<file path="src/rtl/mac_pkg.sv">
// Shared constants and encodings for the MAC operand sequencer.
package mac_pkg;
  localparam int MAT_N = 3;
  localparam int OP_W  = 4;
  localparam int ACC_W = 10;

  localparam logic SEL_A = 1'b0;
  localparam logic SEL_B = 1'b1;

  typedef enum logic [2:0] {
    ST_IDLE,
    ST_CLR,
    ST_ACC,
    ST_WAIT,
    ST_CAP,
    ST_DONE
  } state_t;
endpackage

</file>
<file path="src/rtl/mac_operand_sequencer_if.sv">
// Host write/start/result signals plus the MAC operand/result bus.
interface mac_operand_sequencer_if;
  import mac_pkg::*;

  logic             wr_en;
  logic             wr_sel;
  logic [3:0]       wr_addr;
  logic [OP_W-1:0]  wr_data;
  logic             start;
  logic             busy;
  logic             done;
  logic [OP_W-1:0]  mac_w;
  logic [OP_W-1:0]  mac_x;
  logic             mac_load;
  logic             mac_clear;
  logic [ACC_W-1:0] mac_o;
  logic             res_valid;
  logic [3:0]       res_addr;
  logic [ACC_W-1:0] res_data;

  modport seq (
    input  wr_en, wr_sel, wr_addr, wr_data, start, mac_o,
    output busy, done, mac_w, mac_x, mac_load, mac_clear,
           res_valid, res_addr, res_data
  );

  modport host (
    output wr_en, wr_sel, wr_addr, wr_data, start, mac_o,
    input  busy, done, mac_w, mac_x, mac_load, mac_clear,
           res_valid, res_addr, res_data
  );
endinterface

</file>
<file path="src/rtl/mac_operand_sequencer_operand_bank.sv">
// 3x3 row-major operand register file: one write port, one combinational read port.
module operand_bank
  import mac_pkg::*;
(
  input  logic            clk,
  input  logic            rst,
  input  logic            we,
  input  logic [3:0]      waddr,
  input  logic [OP_W-1:0] wdata,
  input  logic [3:0]      raddr,
  output logic [OP_W-1:0] rdata
);
  localparam logic [3:0] DEPTH = 4'(MAT_N * MAT_N);

  logic [MAT_N*MAT_N-1:0][OP_W-1:0] mem;

  // Out-of-range addresses never touch storage.
  always_ff @(posedge clk or posedge rst) begin
    if (rst)                      mem <= '0;
    else if (we && waddr < DEPTH) mem[waddr] <= wdata;
  end

  assign rdata = (raddr < DEPTH) ? mem[raddr] : '0;
endmodule

</file>
<file path="src/rtl/mac_operand_sequencer.sv">
// Streams A[i][k]/B[k][j] pairs into an external MAC and captures the 9 sums of C = A x B.
module mac_operand_sequencer
  import mac_pkg::*;
#(
  parameter int N       = MAT_N,
  parameter int MAC_LAT = 1
) (
  input logic                  clk,
  input logic                  rst,
  mac_operand_sequencer_if.seq bus
);
  localparam logic [1:0] LAST      = 2'(N - 1);
  localparam logic [3:0] ROW       = 4'(N);
  localparam logic [7:0] WAIT_LAST = 8'(MAC_LAT - 1);

  state_t               state, state_n;
  logic [1:0]           i, j, k, i_n, j_n, k_n;
  logic [7:0]           wcnt, wcnt_n;
  logic [1:0]           we;
  logic [1:0][3:0]      raddr;
  logic [1:0][OP_W-1:0] rdata;

  assign we[0] = bus.wr_en && (state == ST_IDLE) && (bus.wr_sel == SEL_A);
  assign we[1] = bus.wr_en && (state == ST_IDLE) && (bus.wr_sel == SEL_B);

  // Read with the next k so the registered operands line up with the ACC cycle.
  assign raddr[0] = {2'b00, i}   * ROW + {2'b00, k_n};
  assign raddr[1] = {2'b00, k_n} * ROW + {2'b00, j};

  for (genvar g = 0; g < 2; g++) begin : g_bank
    operand_bank u_bank (
      .clk   (clk),
      .rst   (rst),
      .we    (we[g]),
      .waddr (bus.wr_addr),
      .wdata (bus.wr_data),
      .raddr (raddr[g]),
      .rdata (rdata[g])
    );
  end

  always_comb begin
    state_n = state;
    i_n     = i;
    j_n     = j;
    k_n     = k;
    wcnt_n  = wcnt;
    case (state)
      ST_IDLE: if (bus.start) begin
        state_n = ST_CLR;
        i_n     = '0;
        j_n     = '0;
      end
      ST_CLR: begin
        state_n = ST_ACC;
        k_n     = '0;
      end
      ST_ACC: if (k == LAST) begin
        state_n = ST_WAIT;
        wcnt_n  = '0;
      end else begin
        k_n = k + 2'd1;
      end
      ST_WAIT: if (wcnt == WAIT_LAST) state_n = ST_CAP;
               else                   wcnt_n  = wcnt + 8'd1;
      ST_CAP: if (i == LAST && j == LAST) begin
        state_n = ST_DONE;
      end else begin
        state_n = ST_CLR;
        if (j == LAST) begin
          j_n = '0;
          i_n = i + 2'd1;
        end else begin
          j_n = j + 2'd1;
        end
      end
      ST_DONE: state_n = ST_IDLE;
      default: state_n = ST_IDLE;
    endcase
  end

  always_ff @(posedge clk or posedge rst) begin
    if (rst) begin
      state <= ST_IDLE;
      i     <= '0;
      j     <= '0;
      k     <= '0;
      wcnt  <= '0;
    end else begin
      state <= state_n;
      i     <= i_n;
      j     <= j_n;
      k     <= k_n;
      wcnt  <= wcnt_n;
    end
  end

  // Outputs are decoded from the next state so they are valid during that state.
  always_ff @(posedge clk or posedge rst) begin
    if (rst) begin
      bus.busy      <= 1'b0;
      bus.done      <= 1'b0;
      bus.mac_load  <= 1'b0;
      bus.mac_clear <= 1'b0;
      bus.mac_w     <= '0;
      bus.mac_x     <= '0;
      bus.res_valid <= 1'b0;
      bus.res_addr  <= '0;
      bus.res_data  <= '0;
    end else begin
      bus.busy      <= !(state_n inside {ST_IDLE, ST_DONE});
      bus.done      <= (state_n == ST_DONE);
      bus.mac_clear <= (state_n == ST_CLR);
      bus.mac_load  <= (state_n == ST_ACC);
      bus.mac_w     <= (state_n == ST_ACC) ? rdata[0] : '0;
      bus.mac_x     <= (state_n == ST_ACC) ? rdata[1] : '0;
      bus.res_valid <= (state_n == ST_CAP);
      if (state_n == ST_CAP) begin
        bus.res_addr <= {2'b00, i} * ROW + {2'b00, j};
        bus.res_data <= bus.mac_o;
      end
    end
  end
endmodule

</file>
<file path="src/flat_wrapper.sv">
// flat-port wrapper written by rule: the top's interface ports become plain ports
module mac_operand_sequencer_flat import mac_pkg::*;
#(
  parameter int N       = MAT_N,
  parameter int MAC_LAT = 1
)
  (clk, rst, bus_wr_en, bus_wr_sel, bus_wr_addr, bus_wr_data, bus_start, bus_mac_o, bus_busy, bus_done, bus_mac_w, bus_mac_x, bus_mac_load, bus_mac_clear, bus_res_valid, bus_res_addr, bus_res_data);
  mac_operand_sequencer_if bus_i ();
  input logic clk;
  input logic rst;
  input wire logic [$bits(bus_i.wr_en)-1:0] bus_wr_en;
  input wire logic [$bits(bus_i.wr_sel)-1:0] bus_wr_sel;
  input wire logic [$bits(bus_i.wr_addr)-1:0] bus_wr_addr;
  input wire logic [$bits(bus_i.wr_data)-1:0] bus_wr_data;
  input wire logic [$bits(bus_i.start)-1:0] bus_start;
  input wire logic [$bits(bus_i.mac_o)-1:0] bus_mac_o;
  output wire logic [$bits(bus_i.busy)-1:0] bus_busy;
  output wire logic [$bits(bus_i.done)-1:0] bus_done;
  output wire logic [$bits(bus_i.mac_w)-1:0] bus_mac_w;
  output wire logic [$bits(bus_i.mac_x)-1:0] bus_mac_x;
  output wire logic [$bits(bus_i.mac_load)-1:0] bus_mac_load;
  output wire logic [$bits(bus_i.mac_clear)-1:0] bus_mac_clear;
  output wire logic [$bits(bus_i.res_valid)-1:0] bus_res_valid;
  output wire logic [$bits(bus_i.res_addr)-1:0] bus_res_addr;
  output wire logic [$bits(bus_i.res_data)-1:0] bus_res_data;
  assign bus_i.wr_en = bus_wr_en;
  assign bus_i.wr_sel = bus_wr_sel;
  assign bus_i.wr_addr = bus_wr_addr;
  assign bus_i.wr_data = bus_wr_data;
  assign bus_i.start = bus_start;
  assign bus_i.mac_o = bus_mac_o;
  assign bus_busy = bus_i.busy;
  assign bus_done = bus_i.done;
  assign bus_mac_w = bus_i.mac_w;
  assign bus_mac_x = bus_i.mac_x;
  assign bus_mac_load = bus_i.mac_load;
  assign bus_mac_clear = bus_i.mac_clear;
  assign bus_res_valid = bus_i.res_valid;
  assign bus_res_addr = bus_i.res_addr;
  assign bus_res_data = bus_i.res_data;
  mac_operand_sequencer #(.N(N), .MAC_LAT(MAC_LAT)) u_core (.clk(clk), .rst(rst), .bus(bus_i));
endmodule
</file>
<file path="config.mk">
export PLATFORM = sky130hd
export DESIGN_NAME = mac_operand_sequencer_flat
export DESIGN_NICKNAME = d
export VERILOG_FILES = /design/src/rtl/mac_pkg.sv /design/src/rtl/mac_operand_sequencer_if.sv /design/src/rtl/mac_operand_sequencer_operand_bank.sv /design/src/rtl/mac_operand_sequencer.sv /design/src/flat_wrapper.sv
export SDC_FILE = /design/constraint.sdc
export NUM_CORES = 1
export LEC_CHECK = 0
export CAP_MARGIN = 0
export CORE_AREA = 10 10 123 125
export CTS_BUF_LIST = sky130_fd_sc_hd__clkbuf_4 sky130_fd_sc_hd__clkbuf_8
export DETAILED_ROUTE_END_ITERATION = 8
export DIE_AREA = 0 0 133 135
export PLACE_DENSITY = 0.66
export SLEW_MARGIN = 20
export SYNTH_ARGS = -nofsm -noshare
export SYNTH_HDL_FRONTEND = slang
export SYNTH_SLANG_ARGS = --single-unit
export TNS_END_PERCENT = 5
</file>
<file path="constraint.sdc">
create_clock -name clk -period 3.47 [get_ports clk]
set_clock_uncertainty 0.2 [all_clocks]
set_input_delay 0.5205 -clock clk [delete_from_list [all_inputs] [get_ports clk]]
set_output_delay 0.5205 -clock clk [all_outputs]
set_load 0.01 [all_outputs]
</file>
# Yosys cells after proc, flatten, opt, wreduce, memory -nomap -nowiden
# Cells that the tools add are included.
# Widths: inputs -> output; s select.
# classes
n_eq_ne	16
mux	29
multipliers	2
add_sub_neg	7
n_reduce_logical	17
bitwise_logic	1
n_lt_le_gt_ge	7
# ops
operator	count
$bwmux 36	2
$bmux 4 s4	2
$mux 4	7
$demux 4 s4	1
$mux 8	2
$pmux 8 s2	1
$lt 4x5->1 const B	3
$pmux 3 s5	1
$add 4x2->4	3
$lt 4x4->1 const B	3
$mux 2	6
$mux 3	4
$pmux 2 s2	3
$eq 3x2->1 const B	3
$eq 3x3->1 const B	3
$add 8x1->8 const B	1
$logic_not 8->1	1
$mul 2x2->4 const B	2
$logic_and 1x1->1	7
$add 2x1->2 const B	3
$eq 2x2->1 const B	3
$eq 3x1->1 const B	2
$logic_not 3->1	2
$ne 2x2->1 const B	3
other kinds (7)	11
# word_totals
ff_bits	116
out_inout_bits	27
wordCells	111

# Depth between registers and ports, before layout
# depth
word_depth	9
depth_mapped	13

# Cells and area by module
# Synthesis repeated with hierarchy kept, for this count alone.
# unflattened
hier_cells	440
hier_area_um2	5666.7
# modules_own_cells
module	instances	seq_area_each_um2	cells_each	area_each_um2
operand_bank	2	900.9	128	1721.7
mac_operand_sequencer	1	1101.1	184	2223.4

# Least setup slack after synthesis
# Ideal clock, no wire load.
# synth_path
kind	reg-to-reg
start	register u_core.k[1]
end	register u_core.bus.mac_x[0]
slack_ps	-337
arrival_ps	3533
stages_incl_launch_ff	13
synth_period_minus_slack_ps	3807
path_buffers	0
path_cell_list	dfrtp_1 > inv_1 > ha_1 > and4bb_2 > a211oi_1 > inv_1 > fa_1 > ha_1 > inv_1 > fa_1 > nor4b_1 > a22oi_1 > nor2_1
# synth_via
elab_chain_cells	9
# synth_rtl
item	line	source
from (decl)	mac_operand_sequencer.sv:17	logic [1:0] i, j, k, i_n, j_n, k_n;
from (signal assigned)	mac_operand_sequencer.sv:93	k <= k_n;
$add 2x1->2 / $eq 2x2->1 (equally long branches)	mac_operand_sequencer.sv:62, mac_operand_sequencer.sv:58	
$mux 2	mac_operand_sequencer.sv:58	ST_ACC: if (k == LAST) begin
$pmux 2 s2	mac_operand_sequencer.sv:48	case (state)
$mul 2x2->4	mac_operand_sequencer.sv:28	assign raddr[1] = {2'b00, k_n} * ROW + {2'b00, j};
$add 4x2->4	mac_operand_sequencer.sv:28	
$bmux 4 s4	mac_operand_sequencer_operand_bank.sv:23	assign rdata = (raddr < DEPTH) ? mem[raddr] : '0;
$mux 4 (implied by the code)	mac_operand_sequencer_operand_bank.sv:23	
$mux 4	mac_operand_sequencer_operand_bank.sv:23	
$mux 4 *	mac_operand_sequencer.sv:116	bus.mac_x <= (state_n == ST_ACC) ? rdata[1] : '0;
to (signal assigned)	mac_operand_sequencer.sv:116	
to (decl)	mac_operand_sequencer_if.sv:23	output busy, done, mac_w, mac_x, mac_load, mac_clear,
# Every way passes the cells marked *; elsewhere a longest branch is shown, timed or not. The select of a mux whose other input is x is not followed.
# A chain may end at the register's enable or synchronous reset.

# Worst setup path after layout
# layout_path
start	register u_core.k[0]
end	register u_core.bus.mac_x[2]
# Same word-level chain as after synthesis.

==> key figures <==
Yosys
  • Post-synthesis sequential element count: 116
  • Top cell type's share of synthesized area: 52.1%
  • Count of distinct cell types in the synthesized netlist: 50
  • Library cell with the largest summed area after synthesis: dfrtp_1
  • Total standard cell area after synthesis: 5570 sq um
  • Most repeated cell in the gate-level netlist after synthesis: dfrtp_1
  • Synthesized area per cell: 13.2 sq um
  • Async S/R FF share, synth: 100%
  • Number of enable-type register cells in the synthesized netlist: 0
  • Main area contributors after synthesis: dfrtp_1 (52%), mux2_2 (18%), mux4_2 (6.5%)
  • Sequential fraction of the synthesis area: 52.1%
  • Gate Count Post-Synth: 423
  • Net count after synthesis: roughly 460
  • Commonest cells in the synthesized netlist: dfrtp_1 (116), mux2_2 (88), nand2_1 (30), nor2_1 (26), mux4_2 (16)
  • Flip-flop cell with the highest count after synthesis: dfrtp_1
  • Synth warn: 0

Setup path
  • Nature of the critical path startpoint: flip-flop
  • Reg2Reg Setup Slack: 0.09 ns
  • Top cell family by delay on the critical path: adder cells
  • Count of buffer and inverter cells on the critical path: 3
  • Type of the worst setup path: flip-flop to flip-flop
  • CP endpoint kind: flip-flop
  • Cell repeated most along the worst path: inv_2
  • Worst-path cell chain: inv_2 > ha_4 > and4bb_2 > a211oi_4 > inv_2 > fa_1 > ha_2 > inv_2 > fa_2 > mux2_2 > a22oi_1 > nor2_1
  • Req. time, crit path: 3.56 ns
  • CP Max Fanout: 5
  • Crit path max-delay cell type: fa_2
  • Arrival time worst endpoint: 3.47 ns
  • Slowest stage delay, CP: 0.58 ns

Global route
  • Number of antenna violations at the first check in global routing: 0
  • Tot GR Track Use: a little over an eighth
  • Overall overflow remaining after global route: 0
  • Maximum number of pins on one net before global-route repair: 76
  • Wire length of the first global-routing pass: 19,300 um
  • Number of global-route vias before repair: between 3,000 and 4,000

Route
  • Antenna-violating nets left: 0
  • Total met2 wirelength after detailed routing: between 5000 and 6000 um
  • Vias per inst: 5.21
  • Routed len/inst: 16.7 um
  • Top routing layer in use: met4
  • DRC violation total after the first TritonRoute iteration: 260
  • Met3 wire length: 448 um
  • Wire length the detailed router placed on met1: 5170 um
  • Detailed-route DRC error count: 0
  • Routed wire length: about 11,000 um
  • Vias: approximately 3,500
  • Pre-antenna DRT Iters: 4

Clock network
  • Maximum buffer depth of the clock tree: 2
  • Clock tree from TritonCTS: built
  • Clock tree sinks: about 120
  • Clock slew at the register clock pins of the worst setup and hold paths: about 0.070 ns
  • CTS buffer count: 17
  • Clock tree root buffer cell: clkbuf_8
  • H-Tree Level Count: 4
  • Worst-Skew Late Latency: 0.43 ns

Pwr
  • Power per cell area: 421 nW/um^2
  • Share of total power in combinational logic: 4.3%
  • Int Pwr: around 2.3 mW
  • Sequential cell fraction of total power: 47.2%
  • Clock power frac: between 40% and 50%
  • Peak supply drop: between 0.2 and 0.3 mV
  • Leakage Power: 3.21 nW
  • Switching part of the total power: 20.7%
  • Net switching power: 0.599 mW

Die
  • Initial Util: roughly 44%
  • Top-level I/O count: 50
  • Area of the die: 18,000 sq um
  • Horizontal die dimension: 133 um
  • Row count: 41
  • Placeable core region: ~13,000 sq um
  • Chip Height: 135 um

Timing
  • Max Transition Viols Final: 0
  • RSZ-0062 raised after global routing: yes
  • Setup TNS: 0 ns
  • Number of setup violations in the final report: 0
  • Final worst-path cycle share: 97.4%
  • Achievable clock frequency: approximately 300 MHz
  • Shortest period the worst path allows: 3.38 ns
  • Final Hold Vio Count: 0
  • Worst slew pin tran: 0.758 ns
  • Final worst setup slack: a little under 0.09 ns
  • Worst slew margin relative to its limit: 49.3%

Finish
  • Fill cell instance count of the final layout: 1,046
  • Final nets: 531
  • Synth-to-layout area growth: 23.7%
  • Post-route cell area: 6890 sq um
  • Fraction of layout instances using a drive strength above 1: 36.0%
  • Final core utilization: between 50% and 60%
  • Final antenna diode count: 0
  • Non-filler instance count after layout: between 600 and 700

Placed design
  • Number of I/O port buffers: 49
  • Setup Slack @ Placement: 0.00361 ns
  • Cell Area, Placed: around 6300 sq um
  • Placed Cells incl. Taps: 641
  • Estimated wirelength of the detail-placed design: 8020 um
  • Final Wtd Congestion: 0.868

Worst hold path
  • Worst hold path type: input port to async pin

Outcome
  • Status: complete, no violations

Run
  • Number of max-cap violations: 0
-- layout make-up --
| class | count | area (sq um) | share of cell area [%] |
|---|---|---|---|
| well taps | 172 | 215 | 3.12 |
| inverters | 15 | 60.1 | 0.872 |
| multi-input cells | 275 | 2600 | 37.8 |
| flip-flops and latches | 116 | 2910 | 42.2 |
| clock buffers | 23 | 310 | 4.51 |
| repair buffers | 67 | 646 | 9.38 |
| clock inverters | 9 | 148 | 2.14 |
-- cell usage in the layout (no fill, tap or decap), drive strengths merged, types with 2 or more instances in the layout --
cell type      instances
a22oi                  4
nor4b                  3
clkbuf                23
ha                    13
dfrtp                116
nor3                   6
nand4b                 4
o2111ai                2
nor2                  26
mux4                  16
clkinvlp               2
o211ai                 2
bufinv                 4
nor3b                  5
inv                   14
nand2b                 2
nor2b                  5
clkdlybuf4s50         49
clkinv                 4
a21oi                 10
nand4                  2
xnor2                  6
nand2                 30
nand3b                 2
mux2                  93
o21ai                  8
fa                     3
a211oi                 2
and2                   2
nand3                  9
buf                   18
xor2                   4
nor4                   3
and3b                  2
-- through the flow --
stage | power [mW] | hold WS [ns]
2_1_floorplan | 1.45 | 0.274
3_3_place_gp | 1.52 | 0.266
3_5_place_dp | 1.52 | 0.289
4_1_cts | 2.94 | 0.0805
5_1_grt | 3.01 | 0.0988
6_report | 2.90 | 0.105
-- flip-flops by register name, indices dropped and copies added (netlist names) --
| name | cells |
|---|---|
| u_core.bus.busy | 1 |
| u_core.bus.done | 1 |
| u_core.bus.mac_clear | 1 |
| u_core.bus.mac_load | 1 |
| u_core.bus.mac_w | 4 |
| u_core.bus.mac_x | 4 |
| u_core.bus.res_addr | 4 |
| u_core.bus.res_data | 10 |
| u_core.bus.res_valid | 1 |
| u_core.g_bank.u_bank.mem | 72 |
| u_core.i | 2 |
| u_core.j | 2 |
| u_core.k | 2 |
| u_core.state | 3 |
| u_core.wcnt | 8 |
-- power groups by stage --
stage	Combinational (mW)	Sequential [mW]	Clock (mW)
3_3_place_gp	0.125	1.39	0
3_5_place_dp	0.128	1.39	0
2_1_floorplan	0.0572	1.40	0
6_report	0.125	1.37	1.41
5_1_grt	0.139	1.37	1.50
4_1_cts	0.129	1.37	1.44
-- final timing paths --
| check | cells after the start | end | from |
|---|---|---|---|
| max in group asynchronous | 3 | u_core.state[1]$_DFF_PP0_ | rst |
| min in group clk | 1 | u_core.bus.res_data[3]$_DFFE_PP0P_ | u_core.bus.res_data[3]$_DFFE_PP0P_ |
| max | 12 | u_core.bus.mac_x[2]$_DFF_PP0_ | u_core.k[0]$_DFF_PP0_ |
| max reg2reg | 12 | u_core.bus.mac_x[2]$_DFF_PP0_ | u_core.k[0]$_DFF_PP0_ |
| min | 2 | u_core.g_bank[1].u_bank.mem[32]$_DFFE_PP0P_ | rst |
| min reg2reg | 1 | u_core.bus.res_data[3]$_DFFE_PP0P_ | u_core.bus.res_data[3]$_DFFE_PP0P_ |
-- cells by family (layout without fill, tap and decap cells) --
family | after synthesis | in the layout | share of synthesized area (%)
compound gates | 35 | 35 | 4.05
xor+xnor | 10 | 10 | 1.71
fa+ha+maj | 16 | 16 | 4.00
buf+inv | 32 | 114 | 2.43
flops | 116 | 116 | 52.1
mux | 109 | 109 | 25.3
simple gates | 105 | 105 | 10.4
-- layer usage --
layer | track usage (%) | vias up
met5 | 0 | -
met4 | 5.87 | 0
met3 | 3.67 | 13
met2 | 21.1 | 78
met1 | 16.8 | 1775
li1 | - | 1663
-- timing repair --
item,in CTS,in global routing
hold buffers,0,0
buffers inserted,0,4
resized for setup,5,14
pin swaps,1,8
setup endpoints to repair,4,8
(Power assumes the default switching activity.)
